## config.mk

```make
export PLATFORM = sky130hd
export DESIGN_NAME = uart_rx_core
export DESIGN_NICKNAME = d
export VERILOG_FILES = /design/src/rtl/uart_rx_core.sv
export SDC_FILE = /design/constraint.sdc
export NUM_CORES = 1
export LEC_CHECK = 0
export ABC_AREA = 0
export ABC_CLOCK_PERIOD_IN_PS = 2600
export CORE_AREA = 10 10 86 58
export CTS_CLUSTER_SIZE = 14
export DETAILED_ROUTE_END_ITERATION = 16
export DIE_AREA = 0 0 96 68
export DONT_BUFFER_PORTS = 1
export GPL_TIMING_DRIVEN = 0
export MAX_ROUTING_LAYER = met4
export PLACE_DENSITY = 0.75
export SETUP_SLACK_MARGIN = 0.1
export SLEW_MARGIN = 10
export SYNTH_ARGS = -nofsm -noshare
export SYNTH_HDL_FRONTEND = slang
export SYNTH_SLANG_ARGS = --single-unit
```

## constraint.sdc

```tcl
create_clock -name clk -period 2.6 [get_ports clk]
set_clock_uncertainty 0.05 [all_clocks]
set_input_delay 0.52 -clock clk [delete_from_list [all_inputs] [get_ports clk]]
set_output_delay 0.52 -clock clk [all_outputs]
set_load 0.01 [all_outputs]
```

## src/rtl/uart_rx_core.sv

```systemverilog
// uart_rx_core: oversampled UART receiver; mid-bit start qualification, LSB-first data,
// stop-bit check, right-justified byte with a one-cycle done strobe.
module uart_rx_core #(
    parameter int OVERSAMPLE  = 16,
    parameter int DATA_W      = 8,
    parameter int SYNC_STAGES = 2
) (
    input  logic              clk,
    input  logic              rst_n,
    input  logic              tick_in,
    input  logic              rx_in,
    input  logic [3:0]        n_bits,
    output logic [DATA_W-1:0] data_out,
    output logic              rx_done,
    output logic              frame_err,
    output logic              busy
);
    localparam int TW = $clog2(OVERSAMPLE);
    localparam logic [TW-1:0] HALF = TW'(OVERSAMPLE / 2 - 1);
    localparam logic [TW-1:0] LAST = TW'(OVERSAMPLE - 1);

    typedef enum logic [1:0] {IDLE, START, DATA, STOP} state_t;

    state_t                 state_q, state_d;
    logic [TW-1:0]          tick_cnt_q, tick_cnt_d;
    logic [3:0]             bit_cnt_q, bit_cnt_d;
    logic [3:0]             nb_q, nb_d;
    logic [DATA_W-1:0]      shreg_q, shreg_d;
    logic [DATA_W-1:0]      data_out_q, data_out_d;
    logic                   rx_done_q, rx_done_d;
    logic                   frame_err_q, frame_err_d;
    logic [SYNC_STAGES-1:0] sync_q, sync_d;
    logic                   rxs;

    assign rxs = sync_q[SYNC_STAGES-1];

    always_comb begin
        sync_d      = {sync_q[SYNC_STAGES-2:0], rx_in};
        state_d     = state_q;
        tick_cnt_d  = tick_cnt_q;
        bit_cnt_d   = bit_cnt_q;
        nb_d        = nb_q;
        shreg_d     = shreg_q;
        data_out_d  = data_out_q;
        frame_err_d = frame_err_q;
        rx_done_d   = 1'b0;
        case (state_q)
            IDLE: if (!rxs) begin
                state_d    = START;
                tick_cnt_d = '0;
                nb_d       = (n_bits >= 4'd5 && n_bits <= 4'(DATA_W)) ? n_bits : 4'(DATA_W);
            end
            START: if (tick_in) begin
                if (tick_cnt_q == HALF) begin
                    state_d    = rxs ? IDLE : DATA;
                    tick_cnt_d = '0;
                    bit_cnt_d  = '0;
                end else begin
                    tick_cnt_d = tick_cnt_q + 1'b1;
                end
            end
            DATA: if (tick_in) begin
                if (tick_cnt_q == LAST) begin
                    shreg_d    = {rxs, shreg_q[DATA_W-1:1]};
                    tick_cnt_d = '0;
                    bit_cnt_d  = bit_cnt_q + 4'd1;
                    state_d    = (bit_cnt_q == nb_q - 4'd1) ? STOP : DATA;
                end else begin
                    tick_cnt_d = tick_cnt_q + 1'b1;
                end
            end
            STOP: if (tick_in) begin
                if (tick_cnt_q == LAST) begin
                    // shifting in at the MSB leaves a short frame left-justified
                    data_out_d  = shreg_q >> (4'(DATA_W) - nb_q);
                    frame_err_d = ~rxs;
                    rx_done_d   = 1'b1;
                    tick_cnt_d  = '0;
                    state_d     = IDLE;
                end else begin
                    tick_cnt_d = tick_cnt_q + 1'b1;
                end
            end
            default: state_d = IDLE;
        endcase
    end

    always_ff @(posedge clk or negedge rst_n) begin
        if (!rst_n) begin
            state_q     <= IDLE;
            tick_cnt_q  <= '0;
            bit_cnt_q   <= '0;
            nb_q        <= '0;
            shreg_q     <= '0;
            data_out_q  <= '0;
            rx_done_q   <= 1'b0;
            frame_err_q <= 1'b0;
            sync_q      <= '1;
        end else begin
            state_q     <= state_d;
            tick_cnt_q  <= tick_cnt_d;
            bit_cnt_q   <= bit_cnt_d;
            nb_q        <= nb_d;
            shreg_q     <= shreg_d;
            data_out_q  <= data_out_d;
            rx_done_q   <= rx_done_d;
            frame_err_q <= frame_err_d;
            sync_q      <= sync_d;
        end
    end

    assign data_out  = data_out_q;
    assign rx_done   = rx_done_q;
    assign frame_err = frame_err_q;
    assign busy      = (state_q != IDLE);
endmodule
```

# Word level (Yosys, flattened, before mapping)

Cells that the tools add are included.

Register bits: 34
Output and inout port bits: 11
Word-level logic and storage cells: 67

$add $sub $neg: 4
Magnitude comparators: 2
Equal/unequal tests: 14
Shift-type cells: 1
Muxes and demuxes: 25
Bitwise logic cells: 1
Reductions and logical operators: 11

Operators by type and width:

| kind                  | count |
|---|---|
| $mux W4               | 10 |
| $mux W2               | 8 |
| $ne A2 B2 Y1 const B  | 7 |
| $pmux W4 S3           | 1 |
| $reduce_and A3 Y1     | 3 |
| $add A4 B1 Y4 const B | 2 |
| $pmux W2 S4           | 1 |
| $pmux W4 S2           | 1 |
| $shr A8 B4 Y8         | 1 |
| $reduce_and A7 Y1     | 1 |
| $reduce_and A5 Y1     | 1 |
| $eq A2 B2 Y1 const B  | 2 |
| $eq A4 B3 Y1 const B  | 1 |
| $eq A4 B4 Y1          | 1 |
| $eq A4 B4 Y1 const B  | 1 |
| $ge A4 B3 Y1 const B  | 1 |
| $le A4 B4 Y1 const B  | 1 |
| $mux W1               | 4 |
| $reduce_bool A2 Y1    | 2 |
| $sub A4 B1 Y4 const B | 1 |
| $sub A4 B4 Y4 const A | 1 |
| $eq A2 B1 Y1 const B  | 1 |
| $logic_not A2 Y1      | 1 |
| $ne A2 B1 Y1 const B  | 1 |
| 4 further kinds       | 4 |

# Longest topological paths before layout

Gate-level depths: netlist of the first run.

Word-level depth: 6
Gate-level depth with buffers: 7

# Worst setup path before layout of the first run

No wires, ideal clock.

Kind: reg2reg
From: register nb_q[0]
To: register state_q[0]
Data arrival time: 1.920 ns
Data required time: 2.463 ns
Path slack: 0.543 ns
Cell stages (with the launch flop): 7
Buffers on the path: 1
Clock period less this slack: 2.057 ns
Cells stage by stage: dfrtp_1 > clkinv_1 > ha_1 > buf_4 > xnor2_1 > or4_1 > a211oi_2

Cells in the longest elaborated chain, start to end: 6

RTL lines:

| element                | line | RTL |
|---|---|---|
| start, declared        | 27   | `logic [3:0] nb_q, nb_d;` |
| start signal, assigned | 103  | `nb_q <= nb_d;` |
| $sub A4 B1 Y4          | 67   | `state_d = (bit_cnt_q == nb_q - 4'd1) ? STOP : DATA;` |
| $eq A4 B4 Y1           | 67   |  |
| $mux W1                | 67   |  |
| $mux W2                | 63   | `if (tick_cnt_q == LAST) begin` |
| $mux W2                | 62   | `DATA: if (tick_in) begin` |
| $pmux W2 S4            | 47   | `case (state_q)` |
| end signal, assigned   | 100  | `state_q <= state_d;` |
| end, declared          | 24   | `state_t state_q, state_d;` |

Every way passes these cells. The select of a mux whose other input is x is not followed.
A chain may end at the register's enable or synchronous reset.

# Worst setup path after layout of the first run

Same ends and word-level chain as after synthesis.

==> results of run 1 <==
[kinds of logic after synthesis]
logic type,count (synthesis),share of synthesized area
buffers and inverters,12,0.0417
DFF,34,0.466
xor gates and xnor gates,11,0.0526
muxes,18,0.118
adders and majority gates,4,0.0273
and+or+nand+nor,59,0.171
AOI/OAI and AO/OA,33,0.124
[cells in the mapped netlist (all sizes together)]
master	count
nand3b	1
mux4	2
a22o	1
a32o	4
or3b	1
o21ai	14
inv	4
nand3	9
and2	1
a31oi	2
nand2b	1
o31a	1
a21oi	4
and2b	1
nor2b	1
nor3	3
dfrtp	32
a211oi	2
o31ai	1
xnor2	6
ha	4
a22oi	1
mux2	8
nand2	20
and3	2
a21o	2
o311a	1
clkinv	1
buf	6
clkbuf	1
and4	1
nor2	9
dfstp	2
xor2	5
or4	1
nor4b	1
nand4	2
nand4b	1
or3	2
or2	2
mux2i	8
[state kept, by name, summed over array words and instances (netlist names), named ones only]
| name | cells |
|---|---|
| bit_cnt_q | 4 |
| data_out | 8 |
| frame_err | 1 |
| nb_q | 4 |
| rx_done | 1 |
| shreg_q | 8 |
| state_q | 1 |
| sync_q | 2 |
| tick_cnt_q | 4 |
[timing repair]
item | in CTS | in global routing
hold buffers | 1 | 0
setup endpoints to repair | 0 | 0
endpoints found under the hold margin | 32 | 0
[layout make-up]
| type | instances | area [um^2] | area share |
|---|---|---|---|
| clock buffers | 7 | 86.3 | 0.0432 |
| well taps | 47 | 58.8 | 0.0294 |
| multi-input cells | 125 | 901 | 0.450 |
| inverters | 5 | 18.8 | 0.00938 |
| repair buffers | 1 | 20.0 | 0.0100 |
| flip-flops and latches | 34 | 853 | 0.427 |
| clock inverters | 1 | 5.00 | 0.00250 |
| plain buffers | 7 | 57.6 | 0.0288 |
[metrics by stage]
step | instances | total power [mW] | util
floorplan | 171 | 1.34 | -
global placement | 218 | 1.45 | 0.542
detailed placement | 218 | 1.48 | 0.542
CTS | 227 | 1.89 | 0.574
global route | 227 | 2.02 | 0.574
finish | 227 | 1.89 | 0.574
[path summary, 6_finish.rpt]
check,end,slack (ns),cells after the start
min in group clk,sync_q[0],0.18,0
min reg2reg,sync_q[1],0.31,0
min,tick_cnt_q[0],0.01,1
max reg2reg,state_q[0],0.27,6
max in group asynchronous,shreg_q[5],2.32,1
max,state_q[0],0.27,6
[worst reg2reg max path, cell delays in order, from the launching register on]
cell      delay [ns]
dfrtp_1         0.45
clkinv_1        0.27
ha_1            0.41
buf_4           0.19
xnor2_1         0.14
or4_1           0.51
a211oi_2        0.23
[metal layers]
metal / wire (um) / up-vias / GRT usage / part of all wire
li1: - / 632 / - / -
met1: 1690 / 653 / 0.158 / 0.45
met5: 0 / - / - / 0
met4: 38 / 0 / 0.0440 / 0.010
met3: 277 / 5 / 0.0469 / 0.075
met2: 1710 / 34 / 0.200 / 0.46
[power by group]
group	internal (mW)	switching [mW]	total, mW
registers	0.603	0.0852	0.688
clock network	0.213	0.180	0.394
logic	0.364	0.442	0.806
==> reports/qor.yml, run 1 <==
route:
  drt_wl_total_mm: 3.72
  routed_via_density: 5.83
  route.detailed.drc: 0
  wl_per_cell_um: 16.4
  vias: 1324
  firstDrtPassIters: 4
  drtAntennaViolNets: 0
  drt_iter0_drc: 87
setup_path:
  worstPathCellList: "clkinv_1, ha_1, buf_4, xnor2_1, or4_1, a211oi_2"
  path_class: "register to register"
  critical_path_arrival_ns: 2.48
  startpoint_type: "register"
  cp_max_fo: 10
  required_ns: 2.75
  crit_path_start: "nb_q[0]"
  worstReg2RegStart: "nb_q[0]"
  cp_top_family: "simple AND/OR/NAND/NOR gates"
  endpoint_kind: "register"
  crit_slowest_cell: "or4_1"
  crit_buf_inv: 2
  worst_path_largest_cell_delay_ns: 0.51
logic_synthesis:
  syn_avg_cell_area_um2: 10.7
  synth_fp_nets: 183
  yosysSeqAreaShare: 0.466
  ys_ff_latch: 34
  syn_inst: 171
  synth_cell_types: 50
  synth_top_area_share: 0.437
  yosys-top-cells-area: "dfrtp_1, mux2_2, mux2i_1"
  synth_area_um2: 1830
  synth_top_cell_by_area: "dfrtp_1"
  ys_warn_count: 0
cts:
  clock_sinks: 34
  cts_root_buf: "clkbuf_8"
  ctsResizeCount: 0
  cts_buffers: 5
  path_clk_slew_ns: 0.07
  htree_num_levels: 2
  post_cts_buffers: 0
  clk_latency_ns: 0.28
  cts_tree: "done"
  clk_path_buf_depth: 2
timing:
  tightest_slew_ns: 0.446
  period_needed_ns: 2.33
  hold_viol_final: 0
  fin_crit_sh: 0.895
  slew_viol_final: 0
  rsz0062_at_grt: "no"
  slew_headroom: 0.702
  setup_viol: 0
  fmax_ghz: 0.430
  fin_tns_setup_ns: 0
  finalWorstSetupSlack_ns: 0.273
  hold_slack_ns: 0.00978
cells_and_area:
  nets: 191
  num-fill-cells: 276
  final_common_cell: "dfrtp_1"
  final_cell_mix: "dfrtp_1, nand2_1, o21ai_0"
  design_area_um2: 2000
  drive_gt1_frac: 0.211
  area_growth_pct: 9.30
  antenna_cells: 0
grt:
  grt_pass1_wl_mm: 6.42
  grt_pass1_vias: 1339
  grt_max_degree: 33
  grt_usage: 0.131
  grt_antenna_before_repair: 0
  grt-ovfl-total: 0
floorplan:
  initial_core_util: 0.525
  dieArea_um2: 6530
  pin_count: 19
  die_y_um: 68
  fp-row-count: 17
  die_x_um: 96
  coreArea_um2: 3490
placed_design:
  dp_hpwl_mm: 2.80
  port_buffers: 0
  place.gp.congestion: 0.822
  place_ws_ns: 0.305
  postPlaceCellArea_um2: 1890
power:
  p_per_area_nw_per_um2: 944
  ir_drop_v: 0.000395
  p_leak_nw: 0.889
flow_run:
  drv_cap: 0
hold_path:
  min_path_type: "input port to asynchronous set/reset pin"
run_status:
  status: "complete, no violations"
Power figures use the tool's default switching activity.
==> inputs of run 2 (changes only) <==
--- a/config.mk
+++ b/config.mk
@@ -15,6 +15,7 @@
 export GPL_TIMING_DRIVEN = 0
 export MAX_ROUTING_LAYER = met4
 export PLACE_DENSITY = 0.75
+export REMOVE_ABC_BUFFERS = 1
 export SETUP_SLACK_MARGIN = 0.1
 export SLEW_MARGIN = 10
 export SYNTH_ARGS = -nofsm -noshare
==> reports/qor.yml, run 2 (synthesis results as in run 1) <==
cells_and_area:
  final_common_cell: "dfrtp_1"
  design_area_um2: 1950  # -2.4%
  nets: 184  # -3.7%
  final_util: 0.560  # -0.0136
  drive_gt1_frac: 0.198  # -0.0134
  num-fill-cells: 306  # +11%
  area_growth_pct: 6.70
  multi_input_area_um2: 921  # +2.2%
  area.sequential_um2: 855  # +0.15%
  final_cell_mix: "dfrtp_1, nand2_1, o21ai_0"
  antenna_cells: 0  # unchanged
power:
  p_leak_nw: 0.845  # -5.0%
  p_per_area_nw_per_um2: 932  # -1.2%
  ir_drop_v: 0.000453  # +15%
route:
  vias: 1265  # -4.5%
  drt_iter0_drc: 90  # +3.4%
  route.detailed.drc: 0  # unchanged
  routed_via_density: 5.78  # -0.97%
  drtAntennaViolNets: 0  # unchanged
  firstDrtPassIters: 4  # unchanged
  wl_per_cell_um: 16.8  # +2.9%
  drt_wl_total_mm: 3.69  # -0.70%
timing:
  hold_slack_ns: 0.00745  # -0.00232 ns
  fin_crit_sh: 0.879  # -0.0157
  period_needed_ns: 2.29  # -0.0408 ns
  slew_viol_final: 0  # unchanged
  setup_viol: 0  # unchanged
  fmax_ghz: 0.437  # +1.8%
  rsz0062_at_grt: "no"
  slew_headroom: 0.713  # +0.0113
  tightest_slew_ns: 0.429  # -0.0166 ns
  finalWorstSetupSlack_ns: 0.314  # +0.0408 ns
  fin_tns_setup_ns: 0  # unchanged
  hold_viol_final: 0  # unchanged
setup_path:
  endpoint_kind: "register"
  startpoint_type: "register"
  cp_max_fo: 14  # +4
  required_ns: 2.77  # +0.02 ns
  path_class: "register to register"
  critical_path_arrival_ns: 2.45  # -0.03 ns
run_status:
  status: "complete, no violations"
grt:
  grt_pass1_wl_mm: 6.26  # -2.5%
  grt_pass1_vias: 1301  # -2.8%
  grt-ovfl-total: 0  # unchanged
  grt_usage: 0.127  # -0.00417
  grt_antenna_before_repair: 0  # unchanged
  grt_max_degree: 33  # unchanged
placed_design:
  place.gp.congestion: 0.838  # +1.9%
  postPlaceCellArea_um2: 1830  # -3.0%
  place_ws_ns: -0.151  # -0.457 ns
  dp_hpwl_mm: 2.75  # -2.0%
  port_buffers: 0  # unchanged
cts:
  path_clk_slew_ns: 0.06  # about the same
  cts_tree: "done"
  cts_root_buf: "clkbuf_8"
  clk_path_buf_depth: 2  # unchanged
  clock_sinks: 34  # unchanged
  htree_num_levels: 2  # unchanged
  clk_latency_ns: 0.28  # about the same
  cts_buffers: 5  # unchanged
floorplan:
  die_y_um: 68  # unchanged
  coreArea_um2: 3490  # unchanged
  initial_core_util: 0.525  # unchanged
  die_x_um: 96  # unchanged
  fp-row-count: 17  # unchanged
  pin_count: 19  # unchanged
  dieArea_um2: 6530  # unchanged
flow_run:
  drv_cap: 0  # unchanged
hold_path:
  min_path_type: "input port to asynchronous set/reset pin"
==> run 2: critical path, cell delays in order, from the launching register on <==
cell        delay (ns)
dfrtp_2           0.55
clkinvlp_4        0.29
ha_1              0.32
or3b_2            0.48
a21oi_1           0.31
a32o_1            0.22
==> run 2: per-layer routing <==
metal / GRT usage / vias to the layer above / routed length, um
met2: 0.186 / 25 / 1650
li1: - / 618 / -
met5: - / - / 0
met4: 0.0623 / 0 / 60
met3: 0.0338 / 7 / 225
met1: 0.158 / 615 / 1760
==> run 2: final timing paths <==
check,endpoint,slack [ns],depth (start not counted),from
max in group asynchronous,nb_q[0],2.30,1,rst_n
min reg2reg,sync_q[1],0.31,0,sync_q[0]
min,shreg_q[2],0.007,1,rst_n
max,data_out[5],0.31,5,nb_q[0]
min in group clk,sync_q[0],0.18,0,rx_in
max reg2reg,data_out[5],0.31,5,nb_q[0]
==> run 2: area by class of cell <==
class                      instances  share of cell area
clock buffer                       7              0.0391
inverter                           5              0.0115
tap                               47              0.0301
sequential                        34               0.438
timing repair buffer               1              0.0102
multi-input combinational        125               0.471
==> run 2: through the flow <==
step / cells / total power [mW]
final: 219 / 1.82
after floorplan: 164 / 1.26
after detailed placement: 211 / 1.40
after global placement: 211 / 1.37
after CTS: 219 / 1.78
after global routing: 219 / 1.95
==> run 2: power breakdown <==
part           leakage [nW]  internal, mW  switching, mW  total (mW)
sequential            0.453         0.603          0.177       0.780
combinational         0.353         0.336          0.348       0.684
clock                0.0383         0.184          0.172       0.356
total                 0.845          1.12          0.697        1.82
==> run 2: what timing repair did <==
item                       4_1_cts  5_1_grt
hold buffers                     1        0
resized for setup                2        3
setup buffers                    0        0
hold endpoints to repair        32        0
setup endpoints to repair        8        6
==> inputs of run 3 (changes only) <==
--- a/config.mk
+++ b/config.mk
@@ -8,6 +8,7 @@
 export ABC_AREA = 0
 export ABC_CLOCK_PERIOD_IN_PS = 2600
 export CORE_AREA = 10 10 86 58
+export CTS_CLUSTER_DIAMETER = 50
 export CTS_CLUSTER_SIZE = 14
 export DETAILED_ROUTE_END_ITERATION = 16
 export DIE_AREA = 0 0 96 68
==> results of run 3 <==
The final DEF is identical to that of run 2; final timing and power are the same.
==> variant, RTL diff (settings of run 2) <==
Encoding of `state_t`: now one-hot (4 bits for 4 states).
--- a/src/rtl/uart_rx_core.sv
+++ b/src/rtl/uart_rx_core.sv
@@ -20,5 +20,5 @@
     localparam logic [TW-1:0] LAST = TW'(OVERSAMPLE - 1);
 
-    typedef enum logic [1:0] {IDLE, START, DATA, STOP} state_t;
+    typedef enum logic [3:0] {IDLE = 4'b0001, START = 4'b0010, DATA = 4'b0100, STOP = 4'b1000} state_t;
 
     state_t                 state_q, state_d;
Function: same outputs for any inputs over 10 cycles, from zero or initial values and one cycle with rst_n low; not proved beyond that.
==> variant against run 2 <==
Sequential cell count grew 2; final area grew 13%; synthesized area grew 14%; power grew 7.9%; routed wire length grew 18%; first-iteration DRC count grew 48%; via count grew 19%; critical path depth is the same; worst setup slack gained 0.059 ns; critical endpoint is now data_out[0]; largest power group unchanged.
==> variant: results (changes against run 2) <==
Status:
- The run finished with clean final reports.

Detailed routing:
- The detailed-routing iteration count for the pre-antenna-repair pass is 4 (unchanged).
- The number of DRC markers after the initial detailed-route iteration is 133 (+48%).
- The total vias in the final route is 1509 (+19%).
- The average wire per standard cell is 17.9 µm (+6.4%).

Place:
- The global placement routability congestion is 0.810 (-3.4%).
- The area of placed instances is 2090 µm² (+14%).
- The number of buffer cells added on primary ports is 0 (unchanged).
- The half-perimeter wire length after placement is 3230 µm (+18%).

GRT:
- The pin count of the biggest net entering global routing is 34 (+3.0%).
- The first-pass GRT wire length was 7270 µm (+16%).
- The via count of the first global-routing pass is 1402 (+7.8%).
- The combined global-route utilization of all metal layers is 14.8% (+2.1 points).
- The number of antenna violations at the first check in global routing was 0 (unchanged).

Power and ir drop:
- The maximum vdd drop is 0.000566 V (+25%).
- The fraction of power spent switching nets is 39.1% (+0.79 points).
- The static power due to leakage is 0.988 nW (+17%).

Final layout:
- The final design instance area without fill is 2210 µm² (+13%).
- The count of antenna diodes in the layout is 0 (unchanged).
- The number of fillers in the final layout is 297 (-2.9%).
- The proportion of layout cells with a drive suffix above 1 is 19.9% (+0.13 points).
- The final-stage net count is 208 (+13%).

Synthesis:
- Sorting the synthesized cells by area gives the leading types as dfrtp_1 (40%), mux2_2 (4.9%), mux2i_1 (4.3%), o21ai_0 (3.8%), dfstp_2 (3.8%).
- The number of unique standard cell types used by synthesis is 55 (+10%).
- The number of synthesized flops with an enable pin is 0 (unchanged).
- The number of warnings printed during yosys synthesis was 0 (unchanged).
- The sequential cell area fraction in the yosys report is 43.3% (-3.3 points).
- The async set-reset flop share out of synthesis was 100% (unchanged).
- In the synthesized netlist, the cells that appear most often are dfrtp_1 (33), nand2_1 (18), o21ai_0 (16).

CTS:
- The buffer levels on the longest clock path came to 2 (unchanged).
- After clock tree synthesis, the clock-pin slew on the worst setup and hold paths is 0.07 ns.
- The setup fix buffers added after clock tree synthesis is 0 (unchanged).
- The number of buffers added by the clock tree synthesis step is 5 (unchanged).
- The CTS H-tree depth is 2 (unchanged).
- The clock latency on the worst-skew pair is 0.28 ns (about the same).
- CTS placed an instance of clkbuf_8 at the clock tree root.

Hold path:
- The class of the worst hold path is primary input to async pin.

Setup path:
- The worst setup path is launched from a flop.
- The slowest stage of the critical path belongs to the cell ha_2.
- The worst register-to-register path begins at nb_q[0].
- The largest driver fanout on the critical path was 11 (-3).
- The cell family with the largest share of critical-path delay is multiplexers.
- The signal arrival time at the worst endpoint is 2.39 ns (-0.06 ns).
- The largest incremental delay on the critical path is 0.55 ns (about the same).

Timing:
- The transition time of the tightest slew-check pin is 0.559 ns (+0.130 ns).
==> variant: what timing repair did <==
item / CTS / global route
endpoints found under the hold margin: 33 / 0
hold buffers: 1 / 0
endpoints found under the setup margin: 7 / 10
gates resized for setup: 1 / 2
gates cloned: 0 / 0
==> variant: final timing paths <==
path | endpoint | slack, ns | cells past startpoint
max in group asynchronous | nb_q[0] | 2.29 | 1
worst max-delay path | data_out[0] | 0.37 | 5
worst min-delay path | state_q[2] | 0.01 | 1
min in group clk | sync_q[0] | 0.18 | 0
worst max register to register | data_out[0] | 0.37 | 5
worst min register to register | sync_q[1] | 0.31 | 0
==> variant: cell families after synthesis <==
| group | after synthesis | share of synthesized area (%) |
|---|---|---|
| AO/OA/AOI/OAI | 48 | 16.6 |
| XOR/XNOR | 10 | 4.19 |
| adder cells (fa/ha/maj) | 4 | 2.40 |
| buffers and inverters | 16 | 4.19 |
| flip-flops | 36 | 43.3 |
| multiplexers | 19 | 10.2 |
| AND/OR/NAND/NOR | 64 | 19.1 |
==> variant: layout make-up <==
cell class	instances	share of cell area, %
multi-input combinational	145	49.7
clock buffer	7	4.36
sequential	36	41.0
tap	47	2.66
timing repair buffer	1	0.906
inverter	7	1.36
==> variant: power groups by stage <==
stage	sequential (mW)	clock (mW)	combinational, mW
after floorplan	0.739	0	0.619
after global placement	0.765	0	0.726
after detailed placement	0.775	0	0.748
after CTS	0.765	0.431	0.771
after global routing	0.790	0.453	0.855
final	0.774	0.421	0.770
==> variant: metrics by stage <==
stage          worst slack [ns]  cells  hold WS (ns)
6_report                  0.373    243       0.00955
5_1_grt                   0.175    243       0.00880
4_1_cts                   0.125    243        0.0107
3_5_place_dp            0.00342    235         0.175
3_3_place_gp             0.0777    235         0.175
2_1_floorplan             0.409    188         0.174
==> variant: per-layer routing <==
layer	vias to the layer above	part of all wire (%)	GRT usage [%]
li1	719	-	-
met5	-	0	-
met3	2	11	5.24
met4	0	0.092	2.38
met2	58	44	20.7
met1	730	45	20.3
